===== config.mk =====
export PLATFORM = sky130hd
export DESIGN_NAME = clip_tri_sequencer
export DESIGN_NICKNAME = d
export VERILOG_FILES = /design/src/rtl/clip_tri_sequencer.sv
export SDC_FILE = /design/constraint.sdc
export NUM_CORES = 1
export LEC_CHECK = 0
export CAP_MARGIN = 20
export CORE_AREA = 5 5 348 350
export DETAILED_ROUTE_END_ITERATION = 8
export DIE_AREA = 0 0 353 355
export HOLD_SLACK_MARGIN = 0.06
export SYNTH_ARGS = -nofsm -noshare
export SYNTH_HDL_FRONTEND = slang
export SYNTH_SLANG_ARGS = --single-unit

===== constraint.sdc =====
create_clock -name clk_i -period 1.8 [get_ports clk_i]
set_input_delay 0.18 -clock clk_i [delete_from_list [all_inputs] [get_ports clk_i]]
set_output_delay 0.18 -clock clk_i [all_outputs]
set_load 0.02 [all_outputs]

===== src/rtl/clip_tri_sequencer.sv =====
// Sequencer between the triangle clipper and triangle setup: starts one clip per request,
// captures the 1- or 2-triangle bundle and streams it out one triangle at a time.
module clip_tri_sequencer #(
    parameter int WIDTH   = 24,
    parameter int TIMEOUT = 64,
    parameter int CNT_W   = 16
) (
    input  logic                  clk_i,
    input  logic                  reset_n,
    input  logic                  req_valid_i,
    output logic                  req_ready_o,
    output logic                  clip_start_o,
    input  logic                  clip_done_i,
    input  logic                  clip_valid_i,
    input  logic [1:0]            clip_num_tri_i,
    input  logic [24*WIDTH-1:0]   clip_verts_i,
    output logic                  out_valid_o,
    input  logic                  out_ready_i,
    output logic [12*WIDTH-1:0]   out_tri_o,
    output logic                  out_last_o,
    output logic [CNT_W-1:0]      tri_cnt_o,
    output logic [CNT_W-1:0]      cull_cnt_o,
    output logic                  timeout_o
);

    typedef enum logic [1:0] {
        IDLE      = 2'd0,
        WAIT_DONE = 2'd1,
        EMIT0     = 2'd2,
        EMIT1     = 2'd3
    } state_t;

    localparam int TRI_W = 12 * WIDTH;
    localparam int WD_W  = (TIMEOUT > 1) ? $clog2(TIMEOUT) : 1;

    state_t             r_state;
    state_t             w_next;
    logic               r_clip_start;
    logic               r_out_valid;
    logic               r_out_last;
    logic [TRI_W-1:0]   r_out_tri;
    logic [TRI_W-1:0]   r_tri1;
    logic [WD_W-1:0]    r_wdog;
    logic [CNT_W-1:0]   r_tri_cnt;
    logic [CNT_W-1:0]   r_cull_cnt;
    logic               r_timeout;

    logic               w_req_ready;
    logic               w_capture;
    logic               w_cull;
    logic               w_timeout_hit;
    logic               w_tri_hs;

    // NOTE: every signal gets a default before the case so no path leaves one unassigned (no latch).
    always_comb begin
        w_next        = r_state;
        w_req_ready   = 1'b0;
        w_capture     = 1'b0;
        w_cull        = 1'b0;
        w_timeout_hit = 1'b0;
        w_tri_hs      = 1'b0;
        case (r_state)
            IDLE: begin
                // A done still high belongs to the previous clip; wait for the clipper to go idle.
                if (req_valid_i && !clip_done_i)
                    w_next = WAIT_DONE;
            end
            WAIT_DONE: begin
                if (clip_done_i) begin
                    w_req_ready = 1'b1;
                    w_capture   = 1'b1;
                    if (!clip_valid_i || (clip_num_tri_i == 2'd0)) begin
                        w_cull = 1'b1;
                        w_next = IDLE;
                    end else begin
                        w_next = EMIT0;
                    end
                end else if (r_wdog == WD_W'(TIMEOUT - 1)) begin
                    w_req_ready   = 1'b1;
                    w_timeout_hit = 1'b1;
                    w_next        = IDLE;
                end
            end
            EMIT0: begin
                if (out_ready_i) begin
                    w_tri_hs = 1'b1;
                    w_next   = r_out_last ? IDLE : EMIT1;
                end
            end
            EMIT1: begin
                if (out_ready_i) begin
                    w_tri_hs = 1'b1;
                    w_next   = IDLE;
                end
            end
            default: w_next = IDLE;
        endcase
    end

    // NOTE: state is updated with non-blocking assignments so every flop samples pre-edge values.
    always_ff @(posedge clk_i or negedge reset_n) begin
        if (!reset_n) begin
            r_state      <= IDLE;
            r_clip_start <= 1'b0;
            r_out_valid  <= 1'b0;
        end else begin
            r_state      <= w_next;
            r_clip_start <= (w_next == WAIT_DONE);
            r_out_valid  <= (w_next == EMIT0) || (w_next == EMIT1);
        end
    end

    // NOTE: the bundle registers are reset too, so out_tri_o reads zero after reset rather than stale data.
    always_ff @(posedge clk_i or negedge reset_n) begin
        if (!reset_n) begin
            r_out_tri  <= '0;
            r_tri1     <= '0;
            r_out_last <= 1'b0;
            r_wdog     <= '0;
            r_tri_cnt  <= '0;
            r_cull_cnt <= '0;
            r_timeout  <= 1'b0;
        end else begin
            r_wdog <= (r_state == WAIT_DONE) ? r_wdog + WD_W'(1) : '0;
            if (w_capture && !w_cull) begin
                r_out_tri  <= clip_verts_i[24*WIDTH-1 -: TRI_W];
                r_tri1     <= clip_verts_i[TRI_W-1:0];
                // Illegal count 3 is handled as a single triangle.
                r_out_last <= (clip_num_tri_i != 2'd2);
            end else if (w_tri_hs && (r_state == EMIT0) && !r_out_last) begin
                r_out_tri  <= r_tri1;
                r_out_last <= 1'b1;
            end
            if (w_cull)
                r_cull_cnt <= r_cull_cnt + CNT_W'(1);
            if (w_tri_hs)
                r_tri_cnt <= r_tri_cnt + CNT_W'(1);
            if (w_timeout_hit)
                r_timeout <= 1'b1;
        end
    end

    assign req_ready_o  = w_req_ready;
    assign clip_start_o = r_clip_start;
    assign out_valid_o  = r_out_valid;
    assign out_tri_o    = r_out_tri;
    assign out_last_o   = r_out_last;
    assign tri_cnt_o    = r_tri_cnt;
    assign cull_cnt_o   = r_cull_cnt;
    assign timeout_o    = r_timeout;

endmodule

==> results of run 1 <==
==> registers in the layout, indices dropped and copies added, names as in the netlist <==
| name | count |
|---|---|
| out_last_o | 1 |
| tri_cnt_o | 16 |
| timeout_o | 1 |
| r_tri1 | 288 |
| out_valid_o | 1 |
| r_wdog | 6 |
| r_state | 1 |
| clip_start_o | 1 |
| out_tri_o | 288 |
| cull_cnt_o | 16 |
==> repair_timing <==
item                                    CTS  global route
endpoints found under the setup margin  350           176
gates resized for setup                 332           114
hold buffers                            351             0
pin swaps                                 3             5
hold endpoints to repair                478             0
gates cloned                              0            19
setup buffers                             4            17
==> per-layer routing <==
layer | up-vias | wire length, microns | track usage
met5 | - | 20 | 0
met2 | 793 | 50600 | 0.266
li1 | 11349 | - | -
met3 | 195 | 6770 | 0.0388
met1 | 11377 | 44600 | 0.198
met4 | 4 | 4610 | 0.0666
==> placed cells by master (no fill, tap or decap), drive strengths merged, types with 3 or more instances in the layout <==
master and count:
clkinv 12, inv 12, nand3 13, nand4 8, xor2 13, bufinv 10
nor2 18, dlygate4sd2 318, nor3 6, mux2 3, nand2 1165, and4 3
ha 3, o21ai 290, clkbuf 125, nor4 3, and3 3, mux2i 288
buf 208, clkdlybuf4s50 582, xnor2 21, dlygate4sd3 351, dfrtp 619
==> cells by family after synthesis <==
family | after synthesis
AOI/OAI and AO/OA | 295
xor gates and xnor gates | 34
adders and majority gates | 3
buffers and inverters | 168
DFF | 619
muxes | 291
and+or+nand+nor | 1226
==> worst max-delay path, stage by stage (launching register included) <==
cell and delay, ns:
dfrtp_1 0.39, ha_2 0.19, and3_4 0.18, nor2_1 0.08
nor2_1 0.04, buf_4 0.16
==> worst max path at each step <==
stage	startpoint	to	slack, ns	cells past startpoint
after global placement	out_ready_i	out_tri_o[251]	-0.22	7
after floorplan	out_valid_o	out_tri_o[100]	0.08	7
after detailed placement	out_ready_i	out_tri_o[226]	-0.22	7
after global routing	r_wdog[0]	req_ready_o	-0.14	5
after CTS	r_wdog[1]	req_ready_o	-0.14	5
final	r_wdog[0]	req_ready_o	-0.05	5
==> where the power goes <==
| part | switching [mW] | total, mW | internal, mW |
|---|---|---|---|
| sequential | 4.22 | 24.5 | 20.3 |
| clock | 6.39 | 16.3 | 9.92 |
| combinational | 11.2 | 19.7 | 8.50 |
| total | 21.8 | 60.5 | 38.7 |
==> per-stage QoR <==
stage	TNS [ns]	setup WS (ns)	hold WS, ns	cell area, sq um	utilization
2_1_floorplan	0	0.0768	-0.116	25800	-
3_3_place_gp	-44.60	-0.216	0.245	38000	0.323
3_5_place_dp	-51.26	-0.225	0.257	38000	0.323
4_1_cts	-0.139	-0.139	0.0601	43800	0.373
5_1_grt	-8.53	-0.142	0.0796	44700	0.380
6_report	-0.480	-0.0492	0.110	44700	0.380
==> layout make-up <==
cell class	count	area [sq um]
Fill cell	11564	72800
Clock inverter	30	478
Clock buffer	108	2170
Timing Repair Buffer	1478	15000
Tap cell	1536	1920
Multi-Input combinational cell	1849	9540
Sequential cell	619	15500
Inverter	5	18.8
Antenna cell	2	5.00
==> reports/metrics.cfg, run 1 <==
[run_status]
outcome=finished, violations left
violations=negative setup slack

[critical_path]
reg2reg_to=out_tri_o[203]
cp_max_fo=3
start_kind=register
cp.arrival_ns=1.67
path_class=reg -> out
r2r_slack_ns=-0.05
worst_ep_required_time_ns=1.62
r2r_start=r_state[0]
end_kind=output port
reg2regPathDepth=8

[clock_tree]
cts_tree=yes
h-tree-depth=3
clk-insertion-delay-late_ns=0.63
cts_buffer_depth=3
clk_pin_slew_ns=0.06
cts_buffers=76
ctsRootBufferMaster=clkbuf_16
cts.sinks=619

[synthesis]
synth_nets=3223
synth_edf_count=0
synth_cells=2636
ys_warn_count=0
synth_simple_gate_area_frac=0.183
synth-xor-area-share=0.0115
netlist.area_leader.share=0.599
ys_ff_latch=619
ys_types=36
synthArstFlopShare=1.00
seq_area_frac_synth=0.599
synthesis.area_sq_um=25800
synth-main-ff-cell=dfrtp_1
avgSynthCellArea_sq_um=9.80
synth_largest_area_cell=dfrtp_1
yosysMostFrequentCell=nand2_1
synth_fa_ha_area_frac=0.00145
synth_top_family_by_area=simple AND/OR/NAND/NOR gates
synth_compound_area_frac=0.0577
synth.area.mux_share=0.113
netlist_top_cells_area=dfrtp_1 (60%), nand2_1 (17%), mux2i_1 (11%)
synth_top_cells_by_count=nand2_1 (1164), dfrtp_1 (619), mux2i_1 (288)

[layout]
stdcell_count=5627
area_growth_pct=72.8
finalNetCount=4616
drive_above_1_share=0.0902

[sta]
hold_viol_final=0
max_freq_mhz=541
min_period_ns=1.85
fin_crit_sh=1.03
slew_headroom=0.445
fin_ws_ns=-0.0492
slew_viol_final=0
rsz0062_at_grt=yes
skew_ns=0.0175
setup_viol_count_final=26
worstMarginPinSlew_ns=0.832

[floorplan]
ioPinCount=909
die_h_microns=355
rows=126
start_util=0.220
die_area_sq_um=125000
dieWidth_microns=353
coreArea_sq_um=117000

[worst_hold_path]
min_path_cells=3
hold_path.class=in -> reg
holdCritStartpoint=clip_verts_i[122]
hold_path_end=r_tri1[122]

[placement]
dp.final_hpwl_mm=76.7
place_congestion=0.861
numPortBuffers=908
dp.cells=5096

[routing]
wl_per_cell_microns=18.9
drt-initial-drc-count=1221
drt-pass1-iter-count=5
routed_via_density=4.22
drc=0
wirelength_mm=107
ant_nets=0
dr_total_vias=23718

[pwr]
power_mw=60.5
p_per_area_nw_per_um2=1350
ir_worst_vdd_mv=0.895
leakagePower_nw=20.2

[global_route]
grt_pass1_wl_mm=155
antenna_found_initial=8
globalRouteTotalUtil=0.159
grt_start_max_net_pins=58
grt_pass1_vias=25183
overflow=0

[job]
cap_violations=0

No activity file was read; power rests on OpenSTA's default activity.
==> run 2: changes to the inputs <==
SKIP_CTS_REPAIR_TIMING = 1   (was default)
==> run 2 against run 1 <==
The run still ends with negative setup slack left. Cell count down 5.7%. Worst hold slack lost 0.033 ns. Non-clock buffer count is 324 lower. Cell area is 4.8% lower. Core utilization shrank 1.8 points. Count of clock-buffer cells in the layout unchanged.
==> reports/metrics.cfg, run 2 (synthesis results as in run 1) <==
[run_status]
outcome=finished, violations left
violations=negative setup slack

[job]
cap_violations=0

[floorplan]
rows=126
ioPinCount=909
coreArea_sq_um=117000
start_util=0.220
dieWidth_microns=353
die_area_sq_um=125000
die_h_microns=355

[clock_tree]
cts_buffer_depth=3
cts.sinks=619
clk_pin_slew_ns=0.06
cts_buffers=76
ctsRootBufferMaster=clkbuf_16
cts_tree=yes
h-tree-depth=3
clk-insertion-delay-late_ns=0.63

[critical_path]
cpMaxStageDelayCell=dfrtp_2
start_kind=register
max_stage_delay_ns=0.44
cp_max_fo=9
reg2regPathDepth=8
crit_chain=nand2_2 > nor3_4 > buf_6 > clkbuf_16 > buf_4 > clkbuf_16 > mux2i_1 > o21ai_1
worst_ep_required_time_ns=2.30
end_kind=register
path_common_cell=clkbuf_16
path_class=reg -> reg
cp.arrival_ns=2.42

[layout]
multiInputGateArea_sq_um=9510
mostFrequentLayoutCells=nand2_1 (1163), dfrtp_1 (618), clkdlybuf4s50_1 (592)
design_area_sq_um=42500
stdcell_count=5309
final_common_cell=nand2_1
nFillCells=11718
ff_latch_area_sq_um=15500
finalNetCount=4292
drive_above_1_share=0.0954
fin_util=0.362
area_growth_pct=64.6

[sta]
min_period_ns=1.91
max_freq_mhz=522
hold_viol_final=0
slew_viol_final=0
setup_viol_count_final=165
fin_crit_sh=1.06
holdWs_ns=0.0769
setup_tns_ns=-6.47
worstMarginPinSlew_ns=0.817
skew_ns=0.0184
slew_headroom=0.455
fin_ws_ns=-0.115
rsz0062_at_grt=yes

[routing]
dr_total_vias=22469
drt-initial-drc-count=1252
routed_via_density=4.23
drt-pass1-iter-count=5
wl_per_cell_microns=19.6
ant_nets=0
wirelength_mm=104
drc=0

[global_route]
globalRouteTotalUtil=0.154
antenna_found_initial=11
overflow=0
grt_pass1_vias=23340
grt_start_max_net_pins=58
grt_pass1_wl_mm=149

[placement]
dp.cells=5096
pre_cts_ws_ns=-0.225
dp.final_hpwl_mm=76.7
postPlaceCellArea_sq_um=38000
numPortBuffers=908
place_congestion=0.861

[worst_hold_path]
hold_path.class=in -> reg
min_path_cells=3

[pwr]
power_mw=61.3
p_per_area_nw_per_um2=1440
leakagePower_nw=21.9
ir_worst_vdd_mv=0.905

## run 2: cell types whose count changed in the layout (fill, tap and decap cells not counted), sizes merged, moves of 2 or more
cell,delta
clkdlybuf4s15,-2
dlymetal6s2s,+310
diode,+6
dlygate4sd2,-318
buf,-6
dlygate4sd3,-319
clkdlybuf4s50,+10
## run 2: worst paths after layout
check / start / slack, ns / endpoint
max in group asynchronous: reset_n / 0.73 / out_tri_o[30]
min in group asynchronous: reset_n / 0.18 / r_tri1[254]
min: clip_verts_i[248] / 0.08 / r_tri1[248]
max reg2reg: out_valid_o / -0.11 / out_tri_o[207]
min reg2reg: r_tri1[186] / 0.47 / r_tri1[186]
max: out_valid_o / -0.11 / out_tri_o[207]
## run 2: worst max-delay path, delay by kind of cell (launching register included)
family	cells	cell delay, ns
simple gates	2	0.38
buf+inv	4	0.69
flops	1	0.44
mux	1	0.18
compound gates	1	0.08
## run 2: routing by layer
| metal | routed length [microns] | up-vias | global-route usage |
|---|---|---|---|
| met2 | 50400 | 732 | 0.261 |
| met1 | 43900 | 10883 | 0.192 |
| met4 | 3390 | 4 | 0.0519 |
| li1 | - | 10701 | - |
| met5 | 20 | - | 0 |
| met3 | 6450 | 149 | 0.0391 |
## run 2: where the power goes
| group | total (mW) | switching, mW | internal (mW) | leakage [nW] |
|---|---|---|---|---|
| clock network | 16.3 | 6.39 | 9.92 | 1.30 |
| registers | 24.5 | 4.21 | 20.3 | 7.79 |
| logic | 20.5 | 10.9 | 9.57 | 12.8 |
## run 2: layout make-up
cell class	instances	share of cell area
Tap cell	1536	0.0452
Multi-Input combinational cell	1849	0.224
Timing Repair Buffer	1154	0.304
Clock inverter	30	0.0112
Sequential cell	619	0.364
Clock buffer	108	0.0511
Antenna cell	8	0.000471
Inverter	5	0.000441
==> RTL edit, RTL diff (flow settings as in run 1) <==
Change the parameter `WIDTH` from 24 to 28.
--- a/src/rtl/clip_tri_sequencer.sv
+++ b/src/rtl/clip_tri_sequencer.sv
@@ -2,5 +2,5 @@
 // captures the 1- or 2-triangle bundle and streams it out one triangle at a time.
 module clip_tri_sequencer #(
-    parameter int WIDTH   = 24,
+    parameter int WIDTH   = 28,
     parameter int TIMEOUT = 64,
     parameter int CNT_W   = 16
Ports: changed (resized clip_verts_i and out_tri_o); port bits go from 909 to 1053. No check against the original RTL was run, so the function may have changed too.
==> RTL edit against run 1 <==
- routed wire length grew 24%
- the flow still finishes with violations (negative setup slack)
- area after synthesis grew 14%
- power grew 17%
- fmax shrank 3.0%
- cell area grew 12%
- largest power group unchanged
- clock power grew 4%
- sequential cell count grew 96
- setup slack lost 57 ps
- via count grew 26%
==> RTL edit: results (changes against run 1) <==
GRT
  • First-pass GRT wire length: 190.7 mm (+23%)
  • Initial antenna violation count: 16 (+8)
  • Global Route Usage Sum: 19.47% (+3.5 points)
  • Number of global-route vias before repair: 30750 (+22%)

Logic synthesis
  • Seq/Total Area, Yosys: 60.79% (+0.85 points)
  • Largest cells by area after synthesis: dfrtp_1, nand2_1, a31oi_1
  • Library cells used by synthesis: 32 (-11%)
  • Top post-synthesis cells by count: nand2_1, dfrtp_1, nor2_1
  • Synthesized net count: 4101 (+27%)
  • Synthesis Warnings: 0 (unchanged)

Routing
  • DR pass1 iterations: 6 (+1)
  • Via count: 29990 (+26%)
  • DR iter-0 viols: 2352 (+93%)

Power
  • Lkg Pwr: 23.73 nW (+17%)
  • Sw Pwr: 0.02668 W (+22%)
  • Max VDD drop: 0.7288 mV (-19%)

Timing
  • Clock skew: 26.01 ps (+8.546 ps)
  • Setup TNS: -2024 ps (-1544 ps)
  • Worst setup margin: -105.7 ps (-56.53 ps)
  • Worst rel slew slack: 32.16% (-12 points)
  • # setup viols final: 72 (+180%)
  • Fin crit period: 1906 ps (+56.53 ps)

Worst setup path
  • Largest stage delay, worst path: 440 ps (+50 ps)
  • Critical-path maximum fanout: 6 (+3)

Cells and area
  • Layout Nets: 5637 (+22%)
  • Filler cells: 11400 (-1.4%)
  • Layout cells sized above 1: 8.495% (-0.53 points)

Clock network
  • Hold_buf cts: 364 (+3.7%)
  • Post-CTS Setup Bufs: 0 (-4)
  • CTS buffer count: 82 (+7.9%)
  • Clk_lat worst skew: 650 ps (+20 ps)
  • Post-CTS Resized: 383 (+15%)

Placement
  • Placer Congestion: 0.9156 (+6.3%)
  • Area after DPL: 43150 um^2 (+14%)
  • Dpl hpwl: 96.43 mm (+26%)
  • Port bufs: 1052 (+16%)

Outcome
  • Status: finished with violations
  • Failing checks: negative setup slack
-- RTL edit: power groups by stage --
stage          Combinational, W  Clock, W  Sequential [W]
2_1_floorplan           0.00768         0          0.0325
3_3_place_gp             0.0263         0          0.0289
3_5_place_dp             0.0266         0          0.0290
4_1_cts                  0.0246    0.0173          0.0287
5_1_grt                  0.0268    0.0179          0.0297
6_report                 0.0248    0.0169          0.0289
-- RTL edit: layout make-up --
cell class | instances | area (um^2) | share of cell area [%]
clock inverter | 28 | 359.1 | 0.7188
clock buffer | 117 | 2313 | 4.631
tap | 1536 | 1922 | 3.847
antenna | 7 | 17.52 | 0.03506
timing repair buffer | 1676 | 16770 | 33.57
multi-input combinational | 2474 | 10660 | 21.34
sequential | 715 | 17890 | 35.81
inverter | 5 | 18.77 | 0.03757
-- RTL edit: worst paths after layout --
check / startpoint / to / slack, ps / depth (start not counted)
hold reg to reg: timeout_o$_DFFE_PN0P_ / timeout_o$_DFFE_PN0P_ / 460 / 1
setup reg to reg: out_valid_o$_DFF_PN0_ / r_tri1[100]$_DFFE_PN0P_ / -60 / 7
hold / removal: clip_verts_i[306] / r_tri1[306]$_DFFE_PN0P_ / 120 / 3
max in group asynchronous: reset_n / r_tri1[211]$_DFFE_PN0P_ / 160 / 3
setup / recovery: out_valid_o$_DFF_PN0_ / req_ready_o / -110 / 4
min in group asynchronous: reset_n / r_tri1[178]$_DFFE_PN0P_ / 270 / 3
-- RTL edit: cell families after synthesis --
kind of cell	synth area share, %
AO/OA/AOI/OAI	7.312
XOR/XNOR	1.012
adder cells (fa/ha/maj)	0.1275
buffers and inverters	3.613
flip-flops	60.79
multiplexers	0.1148
AND/OR/NAND/NOR	27.03
-- RTL edit: routing by layer --
| layer | up-vias | routed length [um] | GRT usage, % |
|---|---|---|---|
| met1 | 14540 | 53270 | 24.06 |
| li1 | 14040 | - | - |
| met3 | 249 | 8631 | 4.249 |
| met5 | - | 57 | 0 |
| met4 | 10 | 6043 | 8.628 |
| met2 | 1157 | 64620 | 32.86 |
-- RTL edit: metrics by stage --
stage / setup slack, ps / hold WS, ps / utilization [%] / power (W) / std cells
final: -105.7 / 119.7 / 42.54 / 0.07058 / 6558
after global routing: -196.9 / 92.97 / 42.53 / 0.07443 / 6555
after CTS: -163.2 / 60.26 / 41.72 / 0.07058 / 6515
after detailed placement: -198.9 / 96.35 / 36.74 / 0.05561 / 6006
after global placement: -175.6 / 94.63 / 36.74 / 0.05517 / 6006
after floorplan: 144.8 / -115.6 / - / 0.04023 / 3418
-- RTL edit: critical path: cells and delay by family, from the launching register on --
kind	cells	cell delay, ps
buffers and inverters	2	350
DFF	1	440
and+or+nand+nor	2	280
